File: src/rtl/qspi_flash_responder_if.sv
// rtl/qspi_flash_responder_if.sv - QSPI pin bundle between a bus master and the flash responder
interface qspi_flash_responder_if;
   logic       sclk_i;
   logic       cs_ni;
   logic [3:0] io_i;
   logic [3:0] io_o;
   logic [3:0] io_oe_o;

   modport master (output sclk_i, output cs_ni, output io_i, input io_o, input io_oe_o);
   modport slave  (input sclk_i, input cs_ni, input io_i, output io_o, output io_oe_o);
endinterface

File: src/rtl/qspi_flash_responder.sv
// rtl/qspi_flash_responder.sv - oversampled QSPI NOR-flash responder with byte RAM and backdoor port
module qspi_flash_responder #(
   parameter int DEPTH   = 256,
   parameter int DUMMY_N = 8
) (
   input  logic                     clk_i,
   input  logic                     rst_i,
   qspi_flash_responder_if.slave    qspi,
   input  logic [$clog2(DEPTH)-1:0] bd_addr_i,
   input  logic [7:0]               bd_wdata_i,
   input  logic                     bd_we_i,
   output logic [7:0]               bd_rdata_o
);
   localparam int AW = $clog2(DEPTH);

   typedef enum logic [2:0] {
      S_IDLE, S_CMD, S_ADDR, S_DUMMY, S_RDATA, S_WDATA, S_STAT, S_IGNORE
   } state_t;

   typedef enum logic [1:0] {L_X1, L_X2, L_X4} lane_t;

   state_t        state_q;
   lane_t         lane_q;
   logic          sclk_s1_q, sclk_s2_q, sclk_s3_q;
   logic          cs_s1_q, cs_s2_q;
   logic [3:0]    io_s1_q, io_s2_q;
   logic [7:0]    cnt_q;
   logic [7:0]    sh_q;
   logic [7:0]    tx_q;
   logic [AW-1:0] ptr_q;
   logic [AW-1:0] wr_addr_q;
   logic [7:0]    wr_data_q;
   logic          wr_en_q;
   logic          wel_q;
   logic          is_wr_q;
   logic          dummy_q;
   logic [3:0]    io_o_q, io_oe_q;
   logic [7:0]    bd_rdata_q;
   logic [7:0]    mem [DEPTH];

   logic          sclk_rise, sclk_fall;
   logic [7:0]    cmd_d, wsh_d, out_byte_d, tx_d, last_beat;
   logic [3:0]    io_d, oe_d;

   always_ff @(posedge clk_i or posedge rst_i) begin
      if (rst_i) begin
         sclk_s1_q <= 1'b0;
         sclk_s2_q <= 1'b0;
         sclk_s3_q <= 1'b0;
         cs_s1_q   <= 1'b1;
         cs_s2_q   <= 1'b1;
         io_s1_q   <= '0;
         io_s2_q   <= '0;
      end else begin
         sclk_s1_q <= qspi.sclk_i;
         sclk_s2_q <= sclk_s1_q;
         sclk_s3_q <= sclk_s2_q;
         cs_s1_q   <= qspi.cs_ni;
         cs_s2_q   <= cs_s1_q;
         io_s1_q   <= qspi.io_i;
         io_s2_q   <= io_s1_q;
      end
   end

   assign sclk_rise = sclk_s2_q & ~sclk_s3_q;
   assign sclk_fall = ~sclk_s2_q & sclk_s3_q;

   // Output byte is fetched only at a byte boundary so backdoor writes land on the next unsent byte.
   always_comb begin
      cmd_d = {sh_q[6:0], io_s2_q[0]};
      wsh_d = (lane_q == L_X4) ? {sh_q[3:0], io_s2_q} : cmd_d;
      if (cnt_q == 8'd0) begin
         out_byte_d = (state_q == S_STAT) ? {6'b0, wel_q, 1'b0} : mem[ptr_q];
      end else begin
         out_byte_d = tx_q;
      end
      case (lane_q)
         L_X2: begin
            io_d      = {2'b00, out_byte_d[7:6]};
            oe_d      = 4'b0011;
            tx_d      = {out_byte_d[5:0], 2'b00};
            last_beat = 8'd3;
         end
         L_X4: begin
            io_d      = out_byte_d[7:4];
            oe_d      = 4'b1111;
            tx_d      = {out_byte_d[3:0], 4'b0000};
            last_beat = 8'd1;
         end
         default: begin
            io_d      = {2'b00, out_byte_d[7], 1'b0};
            oe_d      = 4'b0010;
            tx_d      = {out_byte_d[6:0], 1'b0};
            last_beat = 8'd7;
         end
      endcase
   end

   always_ff @(posedge clk_i or posedge rst_i) begin
      if (rst_i) begin
         state_q   <= S_IDLE;
         lane_q    <= L_X1;
         cnt_q     <= '0;
         sh_q      <= '0;
         tx_q      <= '0;
         ptr_q     <= '0;
         wr_addr_q <= '0;
         wr_data_q <= '0;
         wr_en_q   <= 1'b0;
         wel_q     <= 1'b0;
         is_wr_q   <= 1'b0;
         dummy_q   <= 1'b0;
         io_o_q    <= '0;
         io_oe_q   <= '0;
      end else begin
         wr_en_q <= 1'b0;
         if (cs_s2_q) begin
            state_q <= S_IDLE;
            io_o_q  <= '0;
            io_oe_q <= '0;
            cnt_q   <= '0;
            is_wr_q <= 1'b0;
            if (is_wr_q) begin
               wel_q <= 1'b0;
            end
         end else begin
            case (state_q)
               S_IDLE: begin
                  state_q <= S_CMD;
                  cnt_q   <= '0;
               end
               S_CMD: begin
                  if (sclk_rise) begin
                     sh_q  <= cmd_d;
                     cnt_q <= cnt_q + 8'd1;
                     if (cnt_q == 8'd7) begin
                        cnt_q   <= '0;
                        lane_q  <= L_X1;
                        dummy_q <= 1'b0;
                        state_q <= S_ADDR;
                        case (cmd_d)
                           8'h03: ;
                           8'h3B: begin lane_q <= L_X2; dummy_q <= 1'b1; end
                           8'h6B: begin lane_q <= L_X4; dummy_q <= 1'b1; end
                           8'h02: is_wr_q <= 1'b1;
                           8'h32: begin lane_q <= L_X4; is_wr_q <= 1'b1; end
                           8'h05: state_q <= S_STAT;
                           8'h06: begin wel_q <= 1'b1; state_q <= S_IGNORE; end
                           8'h04: begin wel_q <= 1'b0; state_q <= S_IGNORE; end
                           default: state_q <= S_IGNORE;
                        endcase
                     end
                  end
               end
               S_ADDR: begin
                  if (sclk_rise) begin
                     // Only the low AW address bits survive the shift; upper bits fall off the top.
                     ptr_q <= {ptr_q[AW-2:0], io_s2_q[0]};
                     cnt_q <= cnt_q + 8'd1;
                     if (cnt_q == 8'd23) begin
                        cnt_q <= '0;
                        if (is_wr_q) begin
                           state_q <= wel_q ? S_WDATA : S_IGNORE;
                        end else if (dummy_q && (DUMMY_N > 0)) begin
                           state_q <= S_DUMMY;
                        end else begin
                           state_q <= S_RDATA;
                        end
                     end
                  end
               end
               S_DUMMY: begin
                  if (sclk_rise) begin
                     if (cnt_q == 8'(DUMMY_N - 1)) begin
                        cnt_q   <= '0;
                        state_q <= S_RDATA;
                     end else begin
                        cnt_q <= cnt_q + 8'd1;
                     end
                  end
               end
               S_RDATA, S_STAT: begin
                  if (sclk_fall) begin
                     io_o_q  <= io_d;
                     io_oe_q <= oe_d;
                     tx_q    <= tx_d;
                     if (cnt_q == last_beat) begin
                        cnt_q <= '0;
                        if (state_q == S_RDATA) begin
                           ptr_q <= ptr_q + 1'b1;
                        end
                     end else begin
                        cnt_q <= cnt_q + 8'd1;
                     end
                  end
               end
               S_WDATA: begin
                  if (sclk_rise) begin
                     sh_q <= wsh_d;
                     if (cnt_q == last_beat) begin
                        cnt_q     <= '0;
                        wr_en_q   <= 1'b1;
                        wr_addr_q <= ptr_q;
                        wr_data_q <= wsh_d;
                        ptr_q     <= ptr_q + 1'b1;
                     end else begin
                        cnt_q <= cnt_q + 8'd1;
                     end
                  end
               end
               default: ;
            endcase
         end
      end
   end

   // The QSPI write is applied last so it wins a same-address collision with the backdoor.
   always_ff @(posedge clk_i) begin
      if (bd_we_i) begin
         mem[bd_addr_i] <= bd_wdata_i;
      end
      if (wr_en_q) begin
         mem[wr_addr_q] <= wr_data_q;
      end
   end

   always_ff @(posedge clk_i or posedge rst_i) begin
      if (rst_i) begin
         bd_rdata_q <= '0;
      end else begin
         bd_rdata_q <= mem[bd_addr_i];
      end
   end

   assign qspi.io_o    = io_o_q;
   assign qspi.io_oe_o = io_oe_q;
   assign bd_rdata_o   = bd_rdata_q;
endmodule

File: src/flat_wrapper.sv
// flat-port wrapper written by rule: the top's interface ports become plain ports
module qspi_flash_responder_flat 
#(
   parameter int DEPTH   = 256,
   parameter int DUMMY_N = 8
)
  (clk_i, rst_i, bd_addr_i, bd_wdata_i, bd_we_i, bd_rdata_o, qspi_sclk_i, qspi_cs_ni, qspi_io_i, qspi_io_o, qspi_io_oe_o);
  qspi_flash_responder_if qspi_i ();
  input  logic clk_i;
  input  logic rst_i;
  input  logic [$clog2(DEPTH)-1:0] bd_addr_i;
  input  logic [7:0] bd_wdata_i;
  input  logic bd_we_i;
  output logic [7:0] bd_rdata_o;
  input wire logic [$bits(qspi_i.sclk_i)-1:0] qspi_sclk_i;
  input wire logic [$bits(qspi_i.cs_ni)-1:0] qspi_cs_ni;
  input wire logic [$bits(qspi_i.io_i)-1:0] qspi_io_i;
  output wire logic [$bits(qspi_i.io_o)-1:0] qspi_io_o;
  output wire logic [$bits(qspi_i.io_oe_o)-1:0] qspi_io_oe_o;
  assign qspi_i.sclk_i = qspi_sclk_i;
  assign qspi_i.cs_ni = qspi_cs_ni;
  assign qspi_i.io_i = qspi_io_i;
  assign qspi_io_o = qspi_i.io_o;
  assign qspi_io_oe_o = qspi_i.io_oe_o;
  qspi_flash_responder #(.DEPTH(DEPTH), .DUMMY_N(DUMMY_N)) u_core (.clk_i(clk_i), .rst_i(rst_i), .qspi(qspi_i), .bd_addr_i(bd_addr_i), .bd_wdata_i(bd_wdata_i), .bd_we_i(bd_we_i), .bd_rdata_o(bd_rdata_o));
endmodule
File: config.mk
export PLATFORM = sky130hd
export DESIGN_NAME = qspi_flash_responder_flat
export DESIGN_NICKNAME = d
export VERILOG_FILES = /design/src/rtl/qspi_flash_responder_if.sv /design/src/rtl/qspi_flash_responder.sv /design/src/flat_wrapper.sv
export SDC_FILE = /design/constraint.sdc
export NUM_CORES = 2
export LEC_CHECK = 0
export BUFFER_PORTS_ARGS = -buffer_cell sky130_fd_sc_hd__buf_2
export CORE_MARGIN = 2
export CORE_UTILIZATION = 32
export DETAILED_ROUTE_END_ITERATION = 8
export PLACE_DENSITY = 0.43
export SLEW_MARGIN = 15
export SYNTH_ARGS = -nofsm -noshare
export SYNTH_HDL_FRONTEND = slang
export SYNTH_SLANG_ARGS = --single-unit
File: constraint.sdc
create_clock -name clk_i -period 4.3 [get_ports clk_i]
set_input_delay 0.86 -clock clk_i [delete_from_list [all_inputs] [get_ports clk_i]]
set_output_delay 0.86 -clock clk_i [all_outputs]
set_load 0.01 [all_outputs]
==> metrics.yaml <==
yosysTopAreaCellShare: 0.485
power_density_nw_per_um2: 452
min_period_over_period: 1.02
synth_top_family_by_area: "multiplexers"
start_util: 0.321
rsz0062_at_grt: "no"
arrival_ns: 5.25
critical_path_class: "reg2reg"
end_kind: "flip-flop"
grt_use_total: 0.285
hpwlAfterDp_um: 399000
synth_compound_area_frac: 0.0313
antenna_found_initial: 58
fin_area_um2: 147000
post_cts_buffers: 0
synthSimpleGateAreaFrac: 0.0269
vias: 86000
fin_nets: 8222
start_kind: "flip-flop"
gp_congestion: 0.963
synthMuxAreaShare: 0.406
synth_xor_area_frac: 0.000484
wl_met2_um: 260000
p_seq_frac: 0.351
maxCapViolCount: 0
hold_viol_final: 0
fillers: 37000
totalWireLength_um: 583000
synth.avg_cell_area_um2: 16.0
async_reset_ff_frac: 0.0389
io_buffers: 40
die_w_um: 633
setup_viol: 3
htree_levels: 5
switchingPower_uw: 21900
status: "finished, violations left"
worstPathMaxFanout: 9
vdd_drop_max_mv: 0.308
synth_area_um2: 127000
r2r_cells: 9
syn2layout_area_growth_pct: 15.9
grt_first_pass_wirelength_um: 783000
holdPathStages: 1
grt_max_degree: 123
core-area_um2: 395000
comb_power_share: 0.300
relSlewSlack: 0.0514
top_layer_used: "met5"
io_pins: 41
worstMarginPinSlew_ns: 1.41
firstDrtPassIters: 8
r2r_slack_ns: -0.11
yosysSeqAreaShare: 0.502
multi_input_area_um2: 59200
numCtsBuffers: 274
whs_ns: 0.0716
synth.distinct_cells: 74
wl_met3_um: 48700
final_max_slew_viol_count: 0
path_cells: "clkinv_1 > mux2i_1 > o221ai_1 > a311oi_1 > buf_4 > a311oi_1 > a221o_1 > a22oi_1 > o211ai_1"
synth_area_leader_cell: "edfxtp_1"
p_int_uw: 44500
synth_nets: 7935
max_freq_mhz: 227
utilization: 0.372
violations: "negative setup slack"
drc_errors: 0
synth_seq_cells: 2131
rows: 231
initialDrtViolationCount: 11900
die_h_um: 633
insertion_delay_ns: 0.95
dieArea_um2: 401000
yosys_warnings: 0
min_to: "u_core.io_s1_q[0]$_DFF_PP0_"
clk_pin_slew_worst_paths_ns: 0.06
cpMostUsedCell: "a311oi_1"
crit_cells: 9
cp_slowest_cell: "a311oi_1"
final_cells: 13700
worst_slack_ns: -0.106
overflow: 0
regArea_um2: 63600
root_buffer: "clkbuf_16"
worst-path-buf-inv: 2
dp.cells: 13200
path_delay_family: "compound AO/OA/AOI/OAI gates"
worstPathRequired_ns: 5.14
drive_above_1_share: 0.556
synth_fa_ha_area_frac: 0.000494
slowest_delay_ns: 1.09
leakage_uw: 0.0471
synthCells: 7905
clkPwrFrac: 0.349
r2r-start: "u_core.ptr_q[1]$_DFFE_PP0P_"
synth_edf_count: 2048
r2r_end: "u_core.tx_q[7]$_DFFE_PP0P_"
cts_tree: "yes"
clk_path_buf_depth: 4
vias_per_cell: 6.29
sw_frac_of_total: 0.330
fin_crit_ns: 4.41
hp-start: "qspi_io_i[0]"
grt_pass1_vias: 84200
antenna_left: 0
p_total_uw: 66400
cts.sinks: 2131
placed_area_um2: 138000
synth_flop_cell: "edfxtp_1"
wl_met1_um: 244000
min_path_type: "in2reg"
finClkSkew_ns: 0.0532
detail_route.wl_per_cell_um: 42.6
synth.area.top_cells: "edfxtp_1 (49%), mux4_2 (21%), mux2_2 (18%), clkbuf_1 (2.1%), dfrtp_1 (1.6%)"
[worst max path at each step]
stage	start	end	slack, ns
4_1_cts	u_core.ptr_q[0]$_DFFE_PP0P_	u_core.tx_q[3]$_DFFE_PP0P_	0.08
2_1_floorplan	bd_addr_i[1]	u_core.mem[146][0]$_DFFE_PP_	0.37
3_3_place_gp	bd_addr_i[0]	u_core.bd_rdata_o[5]$_DFF_PP0_	-0.18
5_1_grt	u_core.ptr_q[2]$_DFFE_PP0P_	u_core.tx_q[6]$_DFFE_PP0P_	0.09
3_5_place_dp	bd_addr_i[0]	u_core.bd_rdata_o[5]$_DFF_PP0_	-0.23
6_report	u_core.ptr_q[1]$_DFFE_PP0P_	u_core.tx_q[7]$_DFFE_PP0P_	-0.11
[cells in the final DEF, fill, tap and decap left out, drive strengths merged, types with 15 or more instances in the layout]
cell type and n:
a22oi 35, nand2b 19, a31oi 21, o211ai 16, diode 35, a21oi 55
a211oi 15, nand3 65, and2 18, nand2 312, o21ai 183, clkbuf 355
dfrtp 81, inv 32, mux2i 140, o22ai 185, a221oi 22, mux4 1183
mux2 2077, buf 953, nor3 30, clkinv 95, edfxtp 2048, bufinv 19
nor2 238, nor2b 33
[what timing repair did]
item / CTS / global route
endpoints found under the hold margin: 2 / 0
setup endpoints to repair: 3 / 1
gates resized for setup: 2 / 1
hold buffers: 2 / 0
pin swaps: 0 / 0
[kinds of logic (layout without fill, tap and decap cells)]
kind of cell             Yosys count  after routing
flip-flops                      2131           2131
other                              0             35
multiplexers                    3400           3400
AND/OR/NAND/NOR                  777            777
XOR/XNOR                           7              7
adder cells (fa/ha/maj)            5              5
buffers and inverters            963           1458
AO/OA/AOI/OAI                    622            622
[power groups by stage]
stage	sequential (uW)	combinational [uW]	clock, uW
finish	23300	19900	23200
global route	23300	20300	24300
CTS	23300	19700	23500
detailed placement	23700	19600	0
global placement	23700	19600	0
floorplan	23300	11400	0
[state kept, by name, summed over array words and instances, names as in the netlist, 2 cells and up]
signal and flops:
u_core.wr_addr_q 8, u_core.lane_q 2, u_core.bd_rdata_o 8, u_core.sh_q 7, u_core.tx_q 7, u_core.state_q 3, u_core.io_s2_q 4, u_core.mem 2048
u_core.io_s1_q 4, u_core.qspi.io_o 4, u_core.wr_data_q 8, u_core.ptr_q 8, u_core.qspi.io_oe_o 3, u_core.cnt_q 8
[Yosys cell counts (6+ instances only)]
library cell     n
a2111oi_0        6
a211oi_1        14
a21oi_1         54
a221oi_1        22
a22o_1          11
a22oi_1         35
a311oi_1         9
a31oi_1         21
and2_1          18
and3_1          11
buf_1           44
buf_2          111
buf_4           55
buf_6           33
clkbuf_1       698
dfrtp_1         81
edfxtp_1      2048
inv_1           17
mux2_2        2077
mux2i_1        140
mux4_2        1183
nand2_1        312
nand2b_1        19
nand3_1         65
nand4_1         10
nor2_1         238
nor2b_1         33
nor3_1          30
nor4_1           7
o211ai_1        16
o21ai_0        172
o21ai_1         11
o221ai_1        11
o22ai_1        185
or3_1            7
xnor2_1          6
[final cells by class]
cell class,instances,area share
flip-flops and latches,2131,0.433
multi-input cells,4811,0.403
repair buffers,955,0.0593
clock buffers,355,0.0504
well taps,5242,0.0446
clock inverters,129,0.00836
diodes,35,0.000596
inverters,19,0.000579
[metrics by stage]
step	worst slack, ns	TNS (ns)
floorplan	0.374	0
global placement	-0.177	-0.270
detailed placement	-0.229	-0.329
CTS	0.0830	0
global route	0.0884	0
finish	-0.106	-0.294
[routing by layer]
layer / up-vias / track usage
met2: 4595 / 0.432
li1: 33000 / -
met5: - / 0
met3: 997 / 0.0559
met1: 47300 / 0.396
met4: 16 / 0.128
(Power assumes the default switching activity.)
